### config.mk
export PLATFORM = sky130hd
export DESIGN_NAME = id_hazard_ctrl
export DESIGN_NICKNAME = d
export VERILOG_FILES = /design/src/rtl/simple_isa_pkg.sv /design/src/rtl/id_decode.sv /design/src/rtl/id_hazard_ctrl.sv
export SDC_FILE = /design/constraint.sdc
export NUM_CORES = 1
export LEC_CHECK = 0
export CORE_UTILIZATION = 34
export DETAILED_ROUTE_END_ITERATION = 10
export PLACE_DENSITY = 0.85
export RECOVER_POWER = 50
export REMOVE_ABC_BUFFERS = 1
export SLEW_MARGIN = 0
export SYNTH_ARGS = -nofsm -noshare
export SYNTH_HDL_FRONTEND = slang
export SYNTH_SLANG_ARGS = --single-unit
### constraint.sdc
create_clock -name clock -period 1.5 [get_ports clock]
set_input_delay 0.225 -clock clock [delete_from_list [all_inputs] [get_ports clock]]
set_output_delay 0.225 -clock clock [all_outputs]
set_load 0.05 [all_outputs]
### src/rtl/simple_isa_pkg.sv
// Shared encodings for the 16-bit SIMPLE ISA: opcode/field constants, the ID/EX
// control bundle and the interlock FSM state codes.
package simple_isa_pkg;

  // Primary opcode, instr[15:14]
  localparam logic [1:0] Op1Ld  = 2'b00;
  localparam logic [1:0] Op1St  = 2'b01;
  localparam logic [1:0] Op1Imm = 2'b10;
  localparam logic [1:0] Op1Alu = 2'b11;

  // Field positions
  localparam int unsigned Op1Lo = 14;
  localparam int unsigned RsLo  = 11;
  localparam int unsigned RdLo  = 8;
  localparam int unsigned Op3Lo = 4;

  // rs-field sub-opcodes under Op1Imm
  localparam logic [2:0] RsLi  = 3'b000;
  localparam logic [2:0] RsB   = 3'b100;
  localparam logic [2:0] RsBcc = 3'b111;

  // Secondary opcode under Op1Alu, instr[7:4]
  localparam logic [3:0] Op3AluLast = 4'b0110;
  localparam logic [3:0] Op3Cmp     = 4'b0101;
  localparam logic [3:0] Op3ShFirst = 4'b1000;
  localparam logic [3:0] Op3ShLast  = 4'b1011;
  localparam logic [3:0] Op3In      = 4'b1100;
  localparam logic [3:0] Op3Out     = 4'b1101;
  localparam logic [3:0] Op3Hlt     = 4'b1111;

  // Control bundle handed to ID/EX
  typedef struct packed {
    logic sw1;          // ALU-B = immediate
    logic sw2;          // memory read
    logic sw3;          // memory write
    logic sw4;          // write-back from memory
    logic sw5;          // branch
    logic sw6;          // OUT port enable
    logic sw7;          // shift op
    logic write_order;  // register-file write enable
  } ctrl_t;

  // Interlock FSM states
  typedef logic [1:0] state_t;
  localparam state_t StRun   = 2'd0;
  localparam state_t StStall = 2'd1;
  localparam state_t StFlush = 2'd2;
  localparam state_t StHalt  = 2'd3;

endpackage

### src/rtl/id_decode.sv
// Combinational instruction decoder: IF/ID instruction -> control bundle plus
// flags telling which register fields the instruction reads.
module id_decode
  import simple_isa_pkg::*;
(
  input  logic [15:0] instr_i,
  output ctrl_t       ctrl_o,
  output logic        use_rs_o,
  output logic        use_rd_o,
  output logic        is_hlt_o
);

  logic [1:0] op1;
  logic [2:0] rs;
  logic [3:0] op3;

  assign op1 = instr_i[Op1Lo +: 2];
  assign rs  = instr_i[RsLo +: 3];
  assign op3 = instr_i[Op3Lo +: 4];

  // Opcode decode; anything unlisted falls through as an all-zero NOP
  always_comb begin
    ctrl_o   = '0;
    use_rs_o = 1'b0;
    use_rd_o = 1'b0;
    is_hlt_o = 1'b0;
    unique case (op1)
      Op1Ld: begin
        ctrl_o.sw1         = 1'b1;
        ctrl_o.sw2         = 1'b1;
        ctrl_o.sw4         = 1'b1;
        ctrl_o.write_order = 1'b1;
        use_rd_o           = 1'b1;  // base register rb sits in the rd field
      end
      Op1St: begin
        ctrl_o.sw1 = 1'b1;
        ctrl_o.sw3 = 1'b1;
        use_rs_o   = 1'b1;
        use_rd_o   = 1'b1;
      end
      Op1Imm: begin
        if (rs == RsLi) begin
          ctrl_o.sw1         = 1'b1;
          ctrl_o.write_order = 1'b1;
        end else if (rs == RsB || rs == RsBcc) begin
          ctrl_o.sw1 = 1'b1;
          ctrl_o.sw5 = 1'b1;
        end
      end
      Op1Alu: begin
        if (op3 <= Op3AluLast) begin
          ctrl_o.write_order = (op3 != Op3Cmp);
          use_rs_o           = 1'b1;
          use_rd_o           = 1'b1;
        end else if (op3 >= Op3ShFirst && op3 <= Op3ShLast) begin
          ctrl_o.sw7         = 1'b1;
          ctrl_o.write_order = 1'b1;
          use_rs_o           = 1'b1;
          use_rd_o           = 1'b1;
        end else if (op3 == Op3In) begin
          ctrl_o.write_order = 1'b1;
        end else if (op3 == Op3Out) begin
          ctrl_o.sw6 = 1'b1;
          use_rs_o   = 1'b1;
          use_rd_o   = 1'b1;
        end else if (op3 == Op3Hlt) begin
          is_hlt_o = 1'b1;
        end
      end
      default: ;
    endcase
  end

endmodule

### src/rtl/id_hazard_ctrl.sv
// ID-stage control: decodes IF/ID into ID/EX controls and runs the pipeline
// interlock (load-use / RAW stall, taken-branch flush, halt).
// Build option: define ID_FORWARD_EN when EX->ID and MEM->ID bypasses exist;
// then only load-use stalls. Without it any RAW against EX or MEM stalls.
module id_hazard_ctrl
  import simple_isa_pkg::*;
#(
  parameter int unsigned FLUSH_DEPTH = 2,
  parameter int unsigned REG_AW      = 3
) (
  input  logic              clock,
  input  logic              reset,
  input  logic              instr_valid,
  input  logic [15:0]       instr,
  input  logic [REG_AW-1:0] ex_rd,
  input  logic              ex_load,
  input  logic              ex_wr,
  input  logic [REG_AW-1:0] mem_rd,
  input  logic              mem_wr,
  input  logic              br_taken,
  output logic              sw1,
  output logic              sw2,
  output logic              sw3,
  output logic              sw4,
  output logic              sw5,
  output logic              sw6,
  output logic              sw7,
  output logic              writeOrder,
  output logic              stall,
  output logic              halted
);

  localparam logic [1:0] FlushInit = 2'(FLUSH_DEPTH - 1);

  ctrl_t             dec_ctrl;
  ctrl_t             out_ctrl;
  logic              use_rs;
  logic              use_rd;
  logic              is_hlt;
  logic [REG_AW-1:0] src_rs;
  logic [REG_AW-1:0] src_rd;
  logic              ex_hit;
  logic              mem_hit;
  logic              hazard;
  logic              bubble;
  logic              stall_c;
  state_t            state_q, state_d;
  logic [1:0]        cnt_q, cnt_d;

  id_decode u_decode (
    .instr_i  (instr),
    .ctrl_o   (dec_ctrl),
    .use_rs_o (use_rs),
    .use_rd_o (use_rd),
    .is_hlt_o (is_hlt)
  );

  assign src_rs = instr[RsLo +: REG_AW];
  assign src_rd = instr[RdLo +: REG_AW];

  // Source-register match against the EX and MEM destinations
  always_comb begin
    ex_hit  = (use_rs && src_rs == ex_rd)  || (use_rd && src_rd == ex_rd);
    mem_hit = (use_rs && src_rs == mem_rd) || (use_rd && src_rd == mem_rd);
`ifdef ID_FORWARD_EN
    // Bypasses cover everything except data still coming out of memory
    hazard = instr_valid && ex_hit && ex_wr && ex_load;
`else
    hazard = instr_valid && ((ex_hit && ex_wr) || (mem_hit && mem_wr));
`endif
  end

`ifdef ID_FORWARD_EN
  logic unused_mem;
  assign unused_mem = ^{mem_rd, mem_wr};
`endif

  // Interlock next-state; bubble defaults on and is cleared only when issuing
  always_comb begin
    state_d = state_q;
    cnt_d   = cnt_q;
    bubble  = 1'b1;
    stall_c = 1'b0;
    case (state_q)
      StRun, StStall: begin
        if (br_taken) begin
          state_d = (FLUSH_DEPTH > 1) ? StFlush : StRun;
          cnt_d   = FlushInit;
        end else if (hazard) begin
          stall_c = 1'b1;
          state_d = StStall;
        end else begin
          state_d = StRun;
          if (instr_valid && is_hlt) begin
            state_d = StHalt;  // HLT itself leaves ID as a NOP
          end else begin
            bubble = !instr_valid;
          end
        end
      end
      StFlush: begin
        if (br_taken) begin
          cnt_d = FlushInit;
        end else if (cnt_q <= 2'd1) begin
          state_d = StRun;
          cnt_d   = 2'd0;
        end else begin
          cnt_d = cnt_q - 2'd1;
        end
      end
      StHalt: begin
        stall_c = 1'b1;
      end
      default: begin
        state_d = StRun;
        cnt_d   = 2'd0;
      end
    endcase
  end

  // State registers, synchronous reset
  always_ff @(posedge clock) begin
    if (reset) begin
      state_q <= StRun;
      cnt_q   <= 2'd0;
    end else begin
      state_q <= state_d;
      cnt_q   <= cnt_d;
    end
  end

  // Output gating: bubble or reset forces all controls low
  always_comb begin
    out_ctrl   = (bubble || reset) ? '0 : dec_ctrl;
    sw1        = out_ctrl.sw1;
    sw2        = out_ctrl.sw2;
    sw3        = out_ctrl.sw3;
    sw4        = out_ctrl.sw4;
    sw5        = out_ctrl.sw5;
    sw6        = out_ctrl.sw6;
    sw7        = out_ctrl.sw7;
    writeOrder = out_ctrl.write_order;
    stall      = stall_c && !reset;
    halted     = (state_q == StHalt) && !reset;
  end

endmodule
* Yosys cells after proc, flatten, opt, wreduce, memory -nomap -nowiden *
Index checks and enable logic that the tools add are counted.
W data, S select, Z words.

operators by class
  add/sub/neg operators = 1
  multiplexer cells = 46
  reduce and logical (&&, ||, !) cells = 26
  $lt $le $gt $ge = 4
  eq/ne operators = 19

operators by type and width
  operator              count
  $mux W1               28
  $mux W2               10
  $eq A3 B3 Y1          4
  $eq A4 B4 Y1 const B  3
  $logic_and A1 B1 Y1   11
  $eq A2 B2 Y1 const B  4
  $mux W8               1
  $pmux W1 S2           4
  $pmux W2 S2           2
  $eq A3 B3 Y1 const B  2
  $ne A2 B2 Y1 const B  3
  $logic_or A1 B1 Y1    5
  $eq A2 B1 Y1 const B  2
  $ge A4 B4 Y1 const B  1
  $le A4 B3 Y1 const B  1
  $le A4 B4 Y1 const B  1
  $logic_not A2 Y1      2
  $ne A4 B3 Y1 const B  1
  $reduce_or A2 Y1      2
  $logic_not A3 Y1      1
  $pmux W1 S3           1
  $reduce_and A3 Y1     1
  $le A2 B1 Y1 const B  1
  $logic_not A1 Y1      2
  3 further kinds       3

storage, ports and cells
  input bits = 29
  output and inout bits = 10
  register bits = 4

* Longest topological paths before layout *
Gate-level depths: netlist of run 1.

  word-level depth = 16
  depth in mapped cells = 6
  mapped depth without buffers = 5

* Modules after synthesis *
Synthesis of run 1 repeated with hierarchy kept, for this count alone.

second synthesis, totals
  cell total of the unflattened synthesis = 88
  area, all modules = 678.2 um^2

modules (own cells, without submodules)
  module          area an instance (um^2)  times used  cells each
  id_hazard_ctrl  539.3                    1           65
  id_decode       138.9                    1           23

* Worst setup path before layout of run 1 *
No wires, ideal clock.

  path type = input-to-output
  start point = input instr[15]
  end point = output sw4
  path buffers = 2
  slack = -1.004 ns
  arrival time = 2.279 ns
  stages = 6
  cells stage by stage = buf_4 nand3_2 o2111ai_1 nand2b_1 nor3_1 buf_4

between the ends
  longest elaborated chain between the ends = 13

ends and longest elaborated chain
  what                                              RTL line                                    RTL
  start: declaration                                id_hazard_ctrl.sv:14                        input logic [15:0] instr,
  $eq A2 B1 Y1 or $logic_not A2 Y1 (tied branches)  id_decode.sv:27                             unique case (op1)
  $reduce_or A2 Y1 (no source line)                 -
  $pmux W1 S2                                       id_decode.sv:27
  $logic_and A1 B1 Y1 (on tied branches)            id_hazard_ctrl.sv:63, id_hazard_ctrl.sv:64
  $logic_or A1 B1 Y1 (on tied branches)             id_hazard_ctrl.sv:63, id_hazard_ctrl.sv:64
  $logic_and A1 B1 Y1                               id_hazard_ctrl.sv:69                        hazard = instr_valid && ((ex_hit && ex_wr) || (mem_hit && mem_wr));
  $logic_or A1 B1 Y1                                id_hazard_ctrl.sv:69
  $logic_and A1 B1 Y1                               id_hazard_ctrl.sv:69
  $mux W1                                           id_hazard_ctrl.sv:89                        end else if (hazard) begin
  $mux W1                                           id_hazard_ctrl.sv:86                        if (br_taken) begin
  $mux W1                                           id_hazard_ctrl.sv:84                        case (state_q)
  $logic_or A1 B1 Y1                                id_hazard_ctrl.sv:134                       out_ctrl = (bubble || reset) ? '0 : dec_ctrl;
  $mux W8 (*)                                       id_hazard_ctrl.sv:134
  end: declaration                                  id_hazard_ctrl.sv:24                        output logic sw4,

Mark *: on every way between the ends. The rest lies on a longest branch, timed or not.

* Worst setup path after layout of run 1 *
  start point = input instr[11]
  end point = output stall

between the ends
  longest elaborated chain between the ends = 10

ends and longest elaborated chain
  what                                    RTL line                                    RTL
  $eq A3 B3 Y1 (on tied branches)         id_hazard_ctrl.sv:63, id_hazard_ctrl.sv:64
  $logic_and A1 B1 Y1 (on tied branches)  id_hazard_ctrl.sv:63, id_hazard_ctrl.sv:64
  $logic_or A1 B1 Y1 (on tied branches)   id_hazard_ctrl.sv:63, id_hazard_ctrl.sv:64
  $logic_and A1 B1 Y1                     id_hazard_ctrl.sv:69
  $logic_or A1 B1 Y1 (*)                  id_hazard_ctrl.sv:69
  $logic_and A1 B1 Y1 (*)                 id_hazard_ctrl.sv:69
  $mux W1 (*)                             id_hazard_ctrl.sv:89
  $mux W1 (*)                             id_hazard_ctrl.sv:86
  $pmux W1 S2 (*)                         id_hazard_ctrl.sv:84
  $logic_and A1 B1 Y1 (*)                 id_hazard_ctrl.sv:143                       stall = stall_c && !reset;
  end: declaration                        id_hazard_ctrl.sv:29                        output logic stall,

Marks and branches as above.

==> key figures, run 1 <==
Floorplan
  • Die X: 43.01 um
  • Placement Rows: 14
  • Die Y: 43.01 um
  • Initial Util: 37.09%
  • CORE AREA: 1541 sq um
  • Die area: 1850 sq um
  • IO Pins: 39

Setup path
  • Worst EP required: 1.27 ns
  • Worst R2R End: state_q[0]
  • CP Capture Type: output pin
  • Crit path buffers/inverters: 2
  • FF-to-FF Start: state_q[1]
  • CP arrival: 1.62 ns
  • CP max stage delay: 0.41 ns
  • R2R Setup Slk: 0.31 ns
  • Crit path from: instr[11]
  • Startpoint types: input port
  • CP delay by family, top: compound AO/OA/AOI/OAI gates
  • Crit path cell chain: buf_2 > xnor2_2 > nand4_1 > a211oi_4 > o21ai_2 > a21oi_2 > buf_12
  • Max Fanout on Critical Path: 6
  • Worst-case reg-to-reg path depth: 7
  • Critical path class: in2out
  • Slowest cell on crit path: a211oi_4

Timing
  • Final Max Slew Viols: 0
  • Worst Slack Setup Final: -0.3493 ns
  • Final Hold Viols: 0
  • Fmax: 0.5407 GHz
  • Final setup TNS: -2.540 ns
  • Tcrit/Tclk final: 123.3%
  • Tmin final: 1.849 ns
  • Setup violations, final: 10
  • Worst slew pin tran: 0.4007 ns
  • Unrepaired setup endpoints after global routing: true
  • Clock skew: 0.001317 ns
  • Slew headroom: 72.95%

Clock network
  • CTS buffer count: 3
  • Cts hold-fix bufs: 0
  • Worst skew pair latency: 0.24 ns
  • Clock Path Buffers: 2
  • Clock root buffer: clkbuf_4
  • CTS tree: done
  • Clock transition at path regs: 0.04 ns
  • CTS H-tree depth: 1
  • CTS sink cnt: 4

Pwr
  • Sw Share: 37.07%
  • P_leak: 0.5695 nW
  • Comb power frac: 56.2%
  • Seq pwr share: 19.9%
  • Part of the power in the clock network: 23.9%
  • Max VDD drop: 0.0003597 V
  • P_sw: 216.0 uW
  • Cell Int Power: 366.6 uW
  • Power Density: 426.8 nW/um^2

Final layout
  • Layout area overhead: 138.7%
  • Fraction of layout cells with a size suffix above 1: 65.89%
  • Antenna diodes: 0
  • Filler instances: 65
  • Most frequent cells in the layout: buf_4 (18), buf_6 (11), buf_12 (10), buf_2 (8)
  • Post-route insts no fill: 145
  • Final net count: 160
  • Commonest non-fill, non-tap cell in the layout: buf_4

Outcome
  • Failing checks: setup timing
  • Status: finished, violations left

Min path
  • WHS Path Cells: 3
  • Hold Path Class: in2reg
  • Hold EP: state_q[1]
  • Min-delay src: reset

GRT
  • Largest net degree at the start of global routing: 8
  • Grt ovf: 0
  • Initial antenna violation count: 0
  • Number of global-route vias before repair: 917
  • First-pass GRT wire length: 4.071 mm
  • Overall Global Routing Usage: 30.46%

Route
  • First-pass DRT Iterations: 4
  • DR vias: 860
  • Remaining DRCs: 0
  • Iteration-0 DRC Markers: 27
  • Post-route ant nets: 0
  • Final wirelength: 2.798 mm
  • Post-DR wirelength/cell: 19.30 um
  • Vias per cell: 5.931

Logic synthesis
  • Synth top area share: 19.91%
  • Netlist cell types: 30
  • Most area-hungry cell type in the Yosys netlist: xnor2_1
  • Synthesized area per cell: 7.624 sq um
  • Post-synthesis sequential area ratio: 14.00%
  • Yosys reg bits: 4
  • Yosys Warn Count: 0
  • Mapped cell area: 571.8 sq um
  • Area contributors post-synth: xnor2_1 (20%), dfxtp_1 (14%), nand4_1 (4.4%)
  • Post-synthesis cell count: 75

Run
  • Max-cap violations: 0

Place
  • I/O Buffers: 33
  • Placed Cells: 138
  • Gpl congestion: 0.8774
  • HPWL Detailed: 1.615 mm
==> area by class of cell <==
class | count | area, sq um | share of cell area [%]
repair buffers | 55 | 563.0 | 41.25
multi-input cells | 63 | 660.6 | 48.40
clock buffers | 3 | 22.52 | 1.650
well taps | 16 | 20.02 | 1.467
inverters | 4 | 15.01 | 1.100
flip-flops and latches | 4 | 83.83 | 6.141
==> worst max-delay path by stage <==
stage               endpoint  slack, ns  cells after the start
CTS                      sw6      -0.32                      5
finish                 stall      -0.35                      7
detailed placement     stall      -0.78                      7
global placement       stall      -0.72                      7
floorplan                sw2      -1.51                      4
global route           stall      -0.39                      7
==> worst min-delay path, stage by stage <==
cell	delay, ns
dlygate4sd2_1	0.26
buf_4	0.15
a31oi_1	0.04
==> sequential cells by signal, summed over array words and instances (netlist names) <==
name and flops:
cnt_q 2, state_q 2
==> cells by family after synthesis <==
kind of cell / share of synthesized area, %
AO/OA/AOI/OAI: 22.97
XOR/XNOR: 19.91
buffers and inverters: 9.189
flip-flops: 14.00
multiplexers: 3.501
AND/OR/NAND/NOR: 30.41
==> power groups by stage <==
| stage | registers [mW] | clock network, mW | logic, mW |
|---|---|---|---|
| 2_1_floorplan | 0.116 | 0 | 0.0928 |
| 3_3_place_gp | 0.116 | 0 | 0.241 |
| 3_5_place_dp | 0.116 | 0 | 0.250 |
| 4_1_cts | 0.116 | 0.144 | 0.279 |
| 5_1_grt | 0.116 | 0.158 | 0.342 |
| 6_report | 0.116 | 0.139 | 0.328 |
==> timing repair <==
item	in CTS	in global routing
gates cloned	0	0
buffers inserted	5	2
pin swaps	21	18
endpoints found under the setup margin	11	10
resized for setup	106	26
==> cell usage after synthesis, drive strengths merged <==
| library cell | instances |
|---|---|
| a21boi | 1 |
| nand4 | 4 |
| a31oi | 1 |
| buf | 4 |
| o21ai | 6 |
| nand2b | 3 |
| and3 | 1 |
| o31ai | 1 |
| nor3b | 2 |
| o2111ai | 1 |
| nand3 | 5 |
| nor4b | 1 |
| a211oi | 3 |
| a21oi | 4 |
| xnor2 | 13 |
| nand2 | 6 |
| a221oi | 1 |
| nor2 | 5 |
| nor3 | 2 |
| dfxtp | 4 |
| mux2i | 2 |
| o311ai | 1 |
| inv | 4 |
==> metrics by stage <==
step | hold WS [ns] | cell area (sq um) | utilization (%) | total power, mW | setup slack [ns]
final | 0.4727 | 1365 | 88.56 | 0.5826 | -0.3493
after global routing | 0.4811 | 1365 | 88.56 | 0.6156 | -0.3921
after CTS | 0.4551 | 1256 | 81.49 | 0.5385 | -0.3198
after detailed placement | 0.4647 | 1120 | 72.65 | 0.3661 | -0.7773
after global placement | 0.4510 | 1120 | 72.65 | 0.3565 | -0.7193
after floorplan | 0.2944 | 534.3 | - | 0.2092 | -1.511
==> layer usage <==
| layer | global-route usage, % | vias to the layer above | part of all wire, % |
|---|---|---|---|
| li1 | - | 381 | - |
| met1 | 28.02 | 398 | 34 |
| met2 | 55.76 | 63 | 53 |
| met3 | 8.085 | 18 | 7.3 |
| met4 | 23.03 | 0 | 5.9 |
| met5 | 0 | - | 0 |
Power figures use the tool's default switching activity.
==> run 2: changes to the inputs <==
GPL_TIMING_DRIVEN = 0   (was default)
PLACE_DENSITY = 0.8   (was 0.85)
==> key figures, run 2 (same netlist as run 1, synthesis figures left out) <==
Pwr
  • Power Density: 472.9 nW/um^2 (+11%)
  • Max VDD drop: 0.0002827 V (-21%)
  • P_leak: 0.4275 nW (-25%)

Setup path
  • Startpoint types: input port
  • CP arrival: 1.56 ns (-0.06 ns)
  • Critical path class: in2out
  • Slowest cell on crit path: nor3_4
  • Max Fanout on Critical Path: 5 (-1)
  • CP max stage delay: 0.26 ns (-0.15 ns)
  • Crit path cell chain: clkdlybuf4s15_2 > mux2i_1 > nor2_2 > a211oi_2 > buf_4 > nor3_4 > nor4b_4 > buf_6
  • CP Capture Type: output pin
  • CP delay by family, top: simple AND/OR/NAND/NOR gates
  • Crit path buffers/inverters: 3 (+1)
  • Worst EP required: 1.27 ns (about the same)

Place
  • DP Area: 884.6 sq um (-21%)
  • Gpl congestion: 0.8002 (-8.8%)
  • HPWL Detailed: 1.190 mm (-26%)
  • I/O Buffers: 33 (unchanged)

Clock network
  • Clock root buffer: clkbuf_4
  • CTS H-tree depth: 1 (unchanged)
  • Clock Path Buffers: 2 (unchanged)
  • CTS sink cnt: 4 (unchanged)
  • CTS tree: done
  • Cts hold-fix bufs: 0 (unchanged)
  • Worst skew pair latency: 0.24 ns (about the same)
  • CTS buffer count: 3 (unchanged)
  • Clock transition at path regs: 0.04 ns (about the same)

Route
  • First-pass DRT Iterations: 4 (unchanged)
  • M1 WL: 706 um (-26%)
  • Iteration-0 DRC Markers: 21 (-22%)
  • Met3 WL: 140 um (-32%)
  • Final wirelength: 1.782 mm (-36%)
  • Highest metal used: met3
  • Post-DR wirelength/cell: 13.60 um (-30%)
  • Remaining DRCs: 0 (unchanged)
  • DR vias: 715 (-17%)
  • WL met2: 935 um (-37%)
  • Vias per cell: 5.458 (-8.0%)
  • Post-route ant nets: 0 (unchanged)

Timing
  • Unrepaired setup endpoints after global routing: true
  • Worst Slack Setup Final: -0.2890 ns (+0.06033 ns)
  • Slew headroom: 82.26% (+9.3 points)
  • Fmax: 0.5590 GHz (+3.4%)
  • Setup violations, final: 9 (-1)
  • Tcrit/Tclk final: 119.3% (-4.0 points)
  • Tmin final: 1.789 ns (-0.06033 ns)
  • Final Max Slew Viols: 0 (unchanged)
  • Worst slew pin tran: 0.2627 ns (-0.1379 ns)
  • Clock skew: 0.0009926 ns (-0.0003240 ns)
  • Hold_ws: 0.4543 ns (-0.01838 ns)
  • Final Hold Viols: 0 (unchanged)

Floorplan
  • Placement Rows: 14 (unchanged)
  • CORE AREA: 1541 sq um (unchanged)
  • Initial Util: 37.09% (unchanged)
  • Die Y: 43.01 um (unchanged)
  • IO Pins: 39 (unchanged)
  • Die X: 43.01 um (unchanged)
  • Die area: 1850 sq um (unchanged)

Min path
  • Hold Path Class: in2reg

GRT
  • Largest net degree at the start of global routing: 10 (+2)
  • Grt ovf: 0 (unchanged)
  • Initial antenna violation count: 0 (unchanged)
  • First-pass GRT wire length: 2.608 mm (-36%)
  • Overall Global Routing Usage: 18.25% (-12 points)
  • Number of global-route vias before repair: 640 (-30%)

Final layout
  • Layout area overhead: 79.43%
  • Final net count: 146 (-8.8%)
  • Most frequent cells in the layout: buf_4 (12), buf_2 (12), buf_6 (10), xnor2_1 (8), dlygate4sd2_1 (6)
  • Fraction of layout cells with a size suffix above 1: 53.91% (-12 points)
  • Post-route cell area: 1026 sq um (-25%)
  • Biggest regs: cnt_q: 2 flops, state_q: 2 flops
  • Antenna diodes: 0 (unchanged)

Outcome
  • Failing checks: setup timing
  • Status: finished, violations left

Run
  • Max-cap violations: 0 (unchanged)
==> run 2: worst paths after layout <==
check / slack (ns) / startpoint / depth (start not counted) / to
max reg2reg: 0.57 / state_q[1] / 5 / state_q[0]
min reg2reg: 0.48 / cnt_q[1] / 2 / cnt_q[1]
min: 0.45 / reset / 2 / cnt_q[0]
max: -0.29 / instr[7] / 8 / sw6
==> run 2: area by class of cell <==
| cell class | instances | area, sq um |
|---|---|---|
| Tap cell | 16 | 20.02 |
| Inverter | 4 | 15.01 |
| Clock buffer | 3 | 22.52 |
| Multi-Input combinational cell | 63 | 558.0 |
| Fill cell | 135 | 515.5 |
| Timing Repair Buffer | 41 | 326.6 |
| Sequential cell | 4 | 83.83 |
==> run 2: metrics by stage <==
stage / worst slack (ns) / power (mW) / cells / TNS (ns) / util (%)
floorplan: -1.511 / 0.2092 / 71 / -5.449 / -
detailed placement: -1.357 / 0.3141 / 120 / -12.21 / 57.39
CTS: -0.2855 / 0.4524 / 128 / -1.820 / 59.66
global placement: -1.363 / 0.3108 / 120 / -12.07 / 57.39
finish: -0.2890 / 0.4852 / 131 / -2.181 / 66.56
global route: -0.3502 / 0.5122 / 131 / -2.801 / 66.56
==> run 2: report_power, final <==
group	internal, mW	leakage [nW]	switching, mW
combinational	0.110	0.380	0.119
clock	0.0900	0.0138	0.0514
sequential	0.110	0.0334	0.00481
==> run 2: timing repair <==
item                       CTS  global route
resized for setup          156            22
setup buffers                6             3
setup endpoints to repair   11            10
pin swaps                   19             4
==> run 2: per-layer routing <==
| metal | GRT usage (%) | up-vias |
|---|---|---|
| met1 | 19.18 | 329 |
| met2 | 34.85 | 31 |
| met3 | 5.957 | 0 |
| met4 | 3.636 | 0 |
| met5 | 0 | - |
| li1 | - | 355 |
